File: config.mk
export PLATFORM = sky130hd
export DESIGN_NAME = ecc_stream_decode
export DESIGN_NICKNAME = d
export VERILOG_FILES = /design/src/rtl/ecc_pkg.sv /design/src/rtl/ecc_decode.sv /design/src/rtl/ecc_err_counter.sv /design/src/rtl/ecc_stream_decode.sv
export SDC_FILE = /design/constraint.sdc
export NUM_CORES = 1
export LEC_CHECK = 0
export CORE_MARGIN = 2
export CORE_UTILIZATION = 49
export DETAILED_ROUTE_END_ITERATION = 8
export HOLD_SLACK_MARGIN = 0.06
export PLACE_DENSITY = 0.86
export SETUP_SLACK_MARGIN = 0.02
export SLEW_MARGIN = 20
export SYNTH_ARGS = -nofsm -noshare
export SYNTH_HDL_FRONTEND = slang
export SYNTH_SLANG_ARGS = --single-unit
export TNS_END_PERCENT = 10
File: constraint.sdc
create_clock -name clk_i -period 7 [get_ports clk_i]
set_input_delay 1.4 -clock clk_i [delete_from_list [all_inputs] [get_ports clk_i]]
set_output_delay 1.4 -clock clk_i [all_outputs]
set_load 0.01 [all_outputs]
File: src/rtl/ecc_pkg.sv
// Shared SECDED definitions: codeword geometry, per-lane status and a lane popcount.
// Codeword layout: bit 0 is overall parity; bits 1..N form an extended Hamming
// code with check bits at power-of-two positions and payload bits elsewhere, in order.
package ecc_pkg;

    typedef enum logic [1:0] {
        NoErr  = 2'd0,
        Single = 2'd1,
        Double = 2'd2
    } lane_status_e;

    // Widest lane vector the popcount helper accepts.
    localparam int MaxLanes = 64;

    // Number of Hamming check bits r: the smallest r with 2^r >= data_width + r + 1.
    function automatic int get_par_bits(input int data_width);
        int r;
        r = 1;
        for (int i = 0; i < 32; i++) begin
            if ((1 << r) < data_width + r + 1) begin
                r = r + 1;
            end
        end
        return r;
    endfunction

    // Full codeword width: payload + Hamming check bits + overall parity bit.
    function automatic int get_cw_width(input int data_width);
        return data_width + get_par_bits(data_width) + 1;
    endfunction

    // Number of set bits in a lane flag vector (zero-extended to MaxLanes).
    function automatic logic [7:0] popcount(input logic [MaxLanes-1:0] v);
        logic [7:0] n;
        n = '0;
        for (int i = 0; i < MaxLanes; i++) begin
            n = n + {7'd0, v[i]};
        end
        return n;
    endfunction

endpackage

File: src/rtl/ecc_decode.sv
// Combinational SECDED decode of one codeword: corrects single errors,
// flags double (uncorrectable) errors.
module ecc_decode
    import ecc_pkg::*;
#(
    parameter  int DataWidth = 32,
    localparam int CwWidth   = get_cw_width(DataWidth)
) (
    input  logic [CwWidth-1:0]   cw_i,
    output logic [DataWidth-1:0] data_o,
    output logic                 single_err_o,
    output logic                 double_err_o
);

    localparam int ParBits = get_par_bits(DataWidth);
    localparam int LastPos = CwWidth - 1;

    logic [ParBits-1:0] syndrome;
    logic               overall;
    logic               flip;
    lane_status_e       status;
    int                 idx;

    assign overall = ^cw_i;

    // Hamming syndrome: bit j is the parity of every position whose index has bit j set.
    always_comb begin
        syndrome = '0;
        for (int pos = 1; pos <= LastPos; pos++) begin
            for (int j = 0; j < ParBits; j++) begin
                if (pos[j]) begin
                    syndrome[j] = syndrome[j] ^ cw_i[pos];
                end
            end
        end
    end

    // Classify: odd overall parity with an in-range syndrome is one flipped bit
    // (syndrome 0 means the overall parity bit itself); even parity with a
    // non-zero syndrome, or an out-of-range syndrome, is uncorrectable.
    always_comb begin
        status = NoErr;
        if (overall) begin
            if (int'(syndrome) <= LastPos) begin
                status = Single;
            end else begin
                status = Double;
            end
        end else if (syndrome != '0) begin
            status = Double;
        end
    end

    assign flip         = (status == Single);
    assign single_err_o = (status == Single);
    assign double_err_o = (status == Double);

    // Gather payload bits from non-power-of-two positions, flipping the one the syndrome names.
    always_comb begin
        data_o = '0;
        idx    = 0;
        for (int pos = 3; pos <= LastPos; pos++) begin
            if ((pos & (pos - 1)) != 0) begin
                data_o[idx] = cw_i[pos] ^ (flip && (int'(syndrome) == pos));
                idx = idx + 1;
            end
        end
    end

endmodule

File: src/rtl/ecc_err_counter.sv
// Saturating event counter with a variable per-cycle increment; clear wins over increment.
module ecc_err_counter #(
    parameter int CntWidth = 16,
    parameter int IncWidth = 3
) (
    input  logic                clk_i,
    input  logic                rst_ni,
    input  logic                en_i,
    input  logic                clr_i,
    input  logic [IncWidth-1:0] inc_i,
    output logic [CntWidth-1:0] cnt_o
);

    // One bit wider than the wider operand so the sum can never wrap before the compare.
    localparam int SumWidth = ((IncWidth > CntWidth) ? IncWidth : CntWidth) + 1;
    localparam logic [SumWidth-1:0] MaxCnt = SumWidth'({CntWidth{1'b1}});

    logic [CntWidth-1:0] cnt_q;
    logic [SumWidth-1:0] sum;

    // Widened sum used for the saturation test.
    always_comb sum = SumWidth'(cnt_q) + SumWidth'(inc_i);

    // Counter register: clear has priority, then saturating add when enabled.
    always_ff @(posedge clk_i) begin
        if (!rst_ni) begin
            cnt_q <= '0;
        end else if (clr_i) begin
            cnt_q <= '0;
        end else if (en_i) begin
            if (sum > MaxCnt) begin
                cnt_q <= '1;
            end else begin
                cnt_q <= sum[CntWidth-1:0];
            end
        end
    end

    assign cnt_o = cnt_q;

endmodule

File: src/rtl/ecc_stream_decode.sv
// Multi-lane SECDED checker on a valid/ready stream with one output register stage,
// per-class saturating error counters, a sticky uncorrectable flag and optional drop.
//
// valid/ready: a beat transfers on a rising edge where valid and ready are both high;
// once valid is high it stays high with unchanged data until that transfer.
module ecc_stream_decode
    import ecc_pkg::*;
#(
    parameter  int DataWidth    = 32,
    parameter  int NumLanes     = 4,
    parameter  int CntWidth     = 16,
    parameter  int DropOnDouble = 0,
    localparam int CwWidth      = get_cw_width(DataWidth)
) (
    input  logic                          clk_i,
    input  logic                          rst_ni,
    input  logic                          valid_i,
    output logic                          ready_o,
    input  logic [NumLanes*CwWidth-1:0]   cw_i,
    output logic                          valid_o,
    input  logic                          ready_i,
    output logic [NumLanes*DataWidth-1:0] data_o,
    output logic [NumLanes-1:0]           single_err_o,
    output logic [NumLanes-1:0]           double_err_o,
    output logic [CntWidth-1:0]           single_cnt_o,
    output logic [CntWidth-1:0]           double_cnt_o,
    input  logic                          cnt_clear_i,
    output logic                          err_sticky_o,
    input  logic                          err_clear_i
);

    localparam int IncWidth = $clog2(NumLanes + 1);

    logic [NumLanes*DataWidth-1:0] dec_data;
    logic [NumLanes-1:0]           dec_single;
    logic [NumLanes-1:0]           dec_double;
    logic [NumLanes-1:0]           hs_single;
    logic [NumLanes-1:0]           hs_double;
    logic [IncWidth-1:0]           single_inc;
    logic [IncWidth-1:0]           double_inc;
    logic                          in_hs;
    logic                          any_double;
    logic                          load;

    logic                          valid_q;
    logic [NumLanes*DataWidth-1:0] data_q;
    logic [NumLanes-1:0]           single_q;
    logic [NumLanes-1:0]           double_q;
    logic                          sticky_q;

    for (genvar k = 0; k < NumLanes; k++) begin : g_lane
        ecc_decode #(
            .DataWidth(DataWidth)
        ) u_dec (
            .cw_i        (cw_i[k*CwWidth +: CwWidth]),
            .data_o      (dec_data[k*DataWidth +: DataWidth]),
            .single_err_o(dec_single[k]),
            .double_err_o(dec_double[k])
        );
    end

    // Ready depends only on the output register and downstream ready.
    assign ready_o = ~valid_q | ready_i;
    assign in_hs   = valid_i & ready_o;

    // Gate every flag with the handshake so idle (possibly X) codewords never reach state.
    assign hs_single  = dec_single & {NumLanes{in_hs}};
    assign hs_double  = dec_double & {NumLanes{in_hs}};
    assign any_double = |hs_double;
    assign load       = in_hs & ~((DropOnDouble != 0) & any_double);

    assign single_inc = IncWidth'(popcount(MaxLanes'(hs_single)));
    assign double_inc = IncWidth'(popcount(MaxLanes'(hs_double)));

    // Output stage: load an accepted beat, otherwise release valid after downstream takes it.
    always_ff @(posedge clk_i) begin
        if (!rst_ni) begin
            valid_q  <= 1'b0;
            data_q   <= '0;
            single_q <= '0;
            double_q <= '0;
        end else if (load) begin
            valid_q  <= 1'b1;
            data_q   <= dec_data;
            single_q <= dec_single;
            double_q <= dec_double;
        end else if (ready_i) begin
            valid_q  <= 1'b0;
        end
    end

    // Sticky uncorrectable flag: a new double error beats a simultaneous clear.
    always_ff @(posedge clk_i) begin
        if (!rst_ni) begin
            sticky_q <= 1'b0;
        end else if (any_double) begin
            sticky_q <= 1'b1;
        end else if (err_clear_i) begin
            sticky_q <= 1'b0;
        end
    end

    ecc_err_counter #(
        .CntWidth(CntWidth),
        .IncWidth(IncWidth)
    ) u_single_cnt (
        .clk_i (clk_i),
        .rst_ni(rst_ni),
        .en_i  (in_hs),
        .clr_i (cnt_clear_i),
        .inc_i (single_inc),
        .cnt_o (single_cnt_o)
    );

    ecc_err_counter #(
        .CntWidth(CntWidth),
        .IncWidth(IncWidth)
    ) u_double_cnt (
        .clk_i (clk_i),
        .rst_ni(rst_ni),
        .en_i  (in_hs),
        .clr_i (cnt_clear_i),
        .inc_i (double_inc),
        .cnt_o (double_cnt_o)
    );

    assign valid_o      = valid_q;
    assign data_o       = data_q;
    assign single_err_o = single_q;
    assign double_err_o = double_q;
    assign err_sticky_o = sticky_q;

endmodule
==> results.txt <==
grt ovf: 0
Die ar.: 0.0242 mm²
final setup vio count: 0
post-route cell area: 0.0155 mm²
switching share of total power: 41.4%
post_cts resized: 0
Post-Synth XOR/XNOR Area: 33.4%
Slew headroom: 31.4%
top cells by area, synth: dfxtp_1 (30%), xnor2_1 (18%), xor2_1 (12%), a211oi_1 (7.6%), nor2_1 (5.7%)
mux share of post-synthesis cell area: 0.100%
wire per inst: 18.1 µm
CTS Root Cell: clkbuf_16
Post-Synthesis Cell Area: 0.0112 mm²
Clock Power Share: 21.2%
Routed Antenna Nets: 0
worst hold stages: 2
Fin. Hold Viols: 0
Worst R2R Setup Slack: 2480 ps
WS Path Type: input port to flip-flop
area share of the largest cell type after synthesis: 30.3%
Post-Syn Instances: 1320
period utilisation layout: 93.6%
Yosys top cell by area: dfxtp_1
Core Region: 0.0226 mm²
EDFF count, synth: 0
yosys warns: 0
Area Overhead vs Synth: 38.1%
P_int: 2650 µW
ys flop type: dfxtp_1
Port Buf Inserts: 332
min-delay src: single_err_o[0]$_SDFFE_PN0P_
Worst Setup SP: cw_i[30]
Die Span Y: 155 µm
Critical Path End Type: flip-flop
hold_buf cts: 0
TNS Setup: 0 ps
most frequent cell after synthesis: xnor2_1
largest net degree at the start of global routing: 203
Avg Inst Size Synth: 8.51 µm²
Post-CTS Setup Repair Bufs: 0
Switch Pwr: 1880 µW
placed instance area: 0.0149 mm²
Fill cells: 1792
final wirelength: 35100 µm
clock slew seen by the registers of the worst setup and hold paths: 70 ps
Multi-input gate area: 0.00747 mm²
required time of the critical path: 7330 ps
Pleak: 0.00537 µW
ys async rst share: 0%
share of layout cells above drive strength 1: 6.33%
Max Clock Skew: 10.5 ps
RSZ-0062 raised after global routing: false
largest family of logic cells by synthesized area: XOR/XNOR gates
number of max-cap violations: 0
DR vias: 10600
net count reported at finish: 1816
Peak Freq: 153 MHz
die width: 155 µm
RR Endpoint: u_double_cnt.cnt_o[5]$_SDFFE_PP0P_
CTS H-tree lvls: 4
Peak VDD IR: 0.000191 V
critical path arrival: 6880 ps
Post-DP HPWL: 26700 µm
CP Launch Type: input port
Compound-Gate Fraction of Synth Area: 14.1%
critical path fanouts, max: 16
initial antenna violation count: 0
startpoint of the worst register-to-register path: valid_o$_SDFFE_PN0P_
Comb pwr share: 54.2%
status: finished clean
FF-to-FF path depth: 17
syn nets: 1491
Skew-Pair Late Insertion Delay: 420 ps
Pwr Total: 4530 µW
CTS tree: done
CTS Buf Count: 17
Seq pwr share: 24.6%
worst hold path type: flip-flop to flip-flop
sequential area share after synthesis: 30.3%
Max Transition Viols Final: 0
Placer Congestion: 0.932
# IOs: 333
Cell Pwr Density: 292 mW/mm²
FF+latch area: 0.00340 mm²
Total GRT Usage: 28.6%
Rows: 55
Period minus WS final: 6550 ps
simple-gate share of the synthesized area: 17.4%
clock sinks: 170
DRT Pass-1 Iters: 5
via/cell ratio: 5.45
first-pass GRT wire length: 55100 µm
Slew @ Worst Pin: 1030 ps
clock tree buffer depth: 2
top cells by count, synth: xnor2_1 (230), dfxtp_1 (170), nor2_1 (170)
Ant. Diodes: 0
DRC viols: 0
Min-Delay Endpoint: single_err_o[0]$_SDFFE_PN0P_
number of global-route vias before repair: 10600
Synth Area in Adders: 1.40%
starting density of the core: 49.8%
Synth cell types: 63
#FFs+latches synth: 170
DRT iter0 DRCs: 710
==> metal layers <==
layer	GRT usage (%)	wire length, µm
met3	8.16	2990
met1	33.9	14100
met5	0	0
met2	48.0	16600
met4	13.3	1440
==> area by class of cell <==
| cell class | instances | share of cell area, % |
|---|---|---|
| clock inverters | 13 | 0.992 |
| flip-flops and latches | 170 | 21.9 |
| clock buffers | 19 | 2.79 |
| inverters | 17 | 0.419 |
| well taps | 285 | 2.30 |
| multi-input cells | 1068 | 48.2 |
| repair buffers | 371 | 23.4 |
==> registers in the layout, summed over array words and instances, names as in the netlist <==
signal,cells
single_err_o,4
data_o,128
u_double_cnt.cnt_o,16
double_err_o,4
valid_o,1
err_sticky_o,1
u_single_cnt.cnt_o,16
==> stage by stage <==
step                      hold WS, ps  instances  setup WS (ps)  util (%)
after floorplan                   481       1320            903         -
after global placement            442       1911            274      66.1
after detailed placement          448       1911            142      66.1
after CTS                         457       1943            547      68.7
after global routing              476       1943           81.5      68.7
final                             456       1943            446      68.7
==> worst max-delay path: stages <==
cell and delay [ps]:
clkdlybuf4s50_1 580, xnor2_1 120, xnor2_1 290, xnor2_1 160, xnor2_1 260, or4b_4 530, nand2b_1 180, o2111a_1 160
nand3_1 170, fa_1 450, fa_1 420, inv_1 80, fa_1 210, and3_1 220, nand2_1 80, nor2_1 160
and3_1 250, and4_1 320, a31oi_2 130, buf_4 210, a21oi_1 150, nor2_1 50, a311oi_1 250
==> logic make-up (layout without fill, tap and decap cells) <==
logic type / Yosys count / after routing
compound gates: 234 / 234
xor+xnor: 402 / 402
fa+ha+maj: 9 / 9
buf+inv: 82 / 420
flops: 170 / 170
mux: 1 / 1
simple gates: 422 / 422
==> power by group through the flow <==
stage | Clock, µW | Sequential (µW) | Combinational (µW)
3_3_place_gp | 0 | 1130 | 2360
3_5_place_dp | 0 | 1130 | 2410
5_1_grt | 1030 | 1120 | 2660
2_1_floorplan | 0 | 1170 | 1490
4_1_cts | 981 | 1110 | 2440
6_report | 962 | 1110 | 2460
==> worst max path at each step <==
stage	endpoint	slack [ps]	cells past startpoint
floorplan	u_double_cnt.cnt_o[9]$_SDFFE_PP0P_	900	22
global placement	u_double_cnt.cnt_o[9]$_SDFFE_PP0P_	270	23
global route	u_double_cnt.cnt_o[7]$_SDFFE_PP0P_	80	23
finish	u_double_cnt.cnt_o[5]$_SDFFE_PP0P_	450	23
detailed placement	u_double_cnt.cnt_o[5]$_SDFFE_PP0P_	140	23
CTS	u_double_cnt.cnt_o[5]$_SDFFE_PP0P_	550	23
==> layout by cell type (no fill, tap or decap), types with 8 or more instances in the layout <==
master	netlist	layout
nand2b_1	18	18
clkdlybuf4s50_1	0	332
nor3_1	10	10
nor2b_1	9	9
xnor2_1	230	230
nand2_1	119	119
a21oi_1	59	59
buf_4	2	38
nand3_1	35	35
xnor3_1	9	9
dfxtp_1	170	170
xnor2_2	8	8
a311oi_1	11	11
and3_1	12	12
inv_1	16	15
nor2_1	170	170
xor2_1	151	151
a211oi_1	113	113
o21ai_0	31	31
clkbuf_16	0	17
No activity file was read; power rests on OpenSTA's default activity.
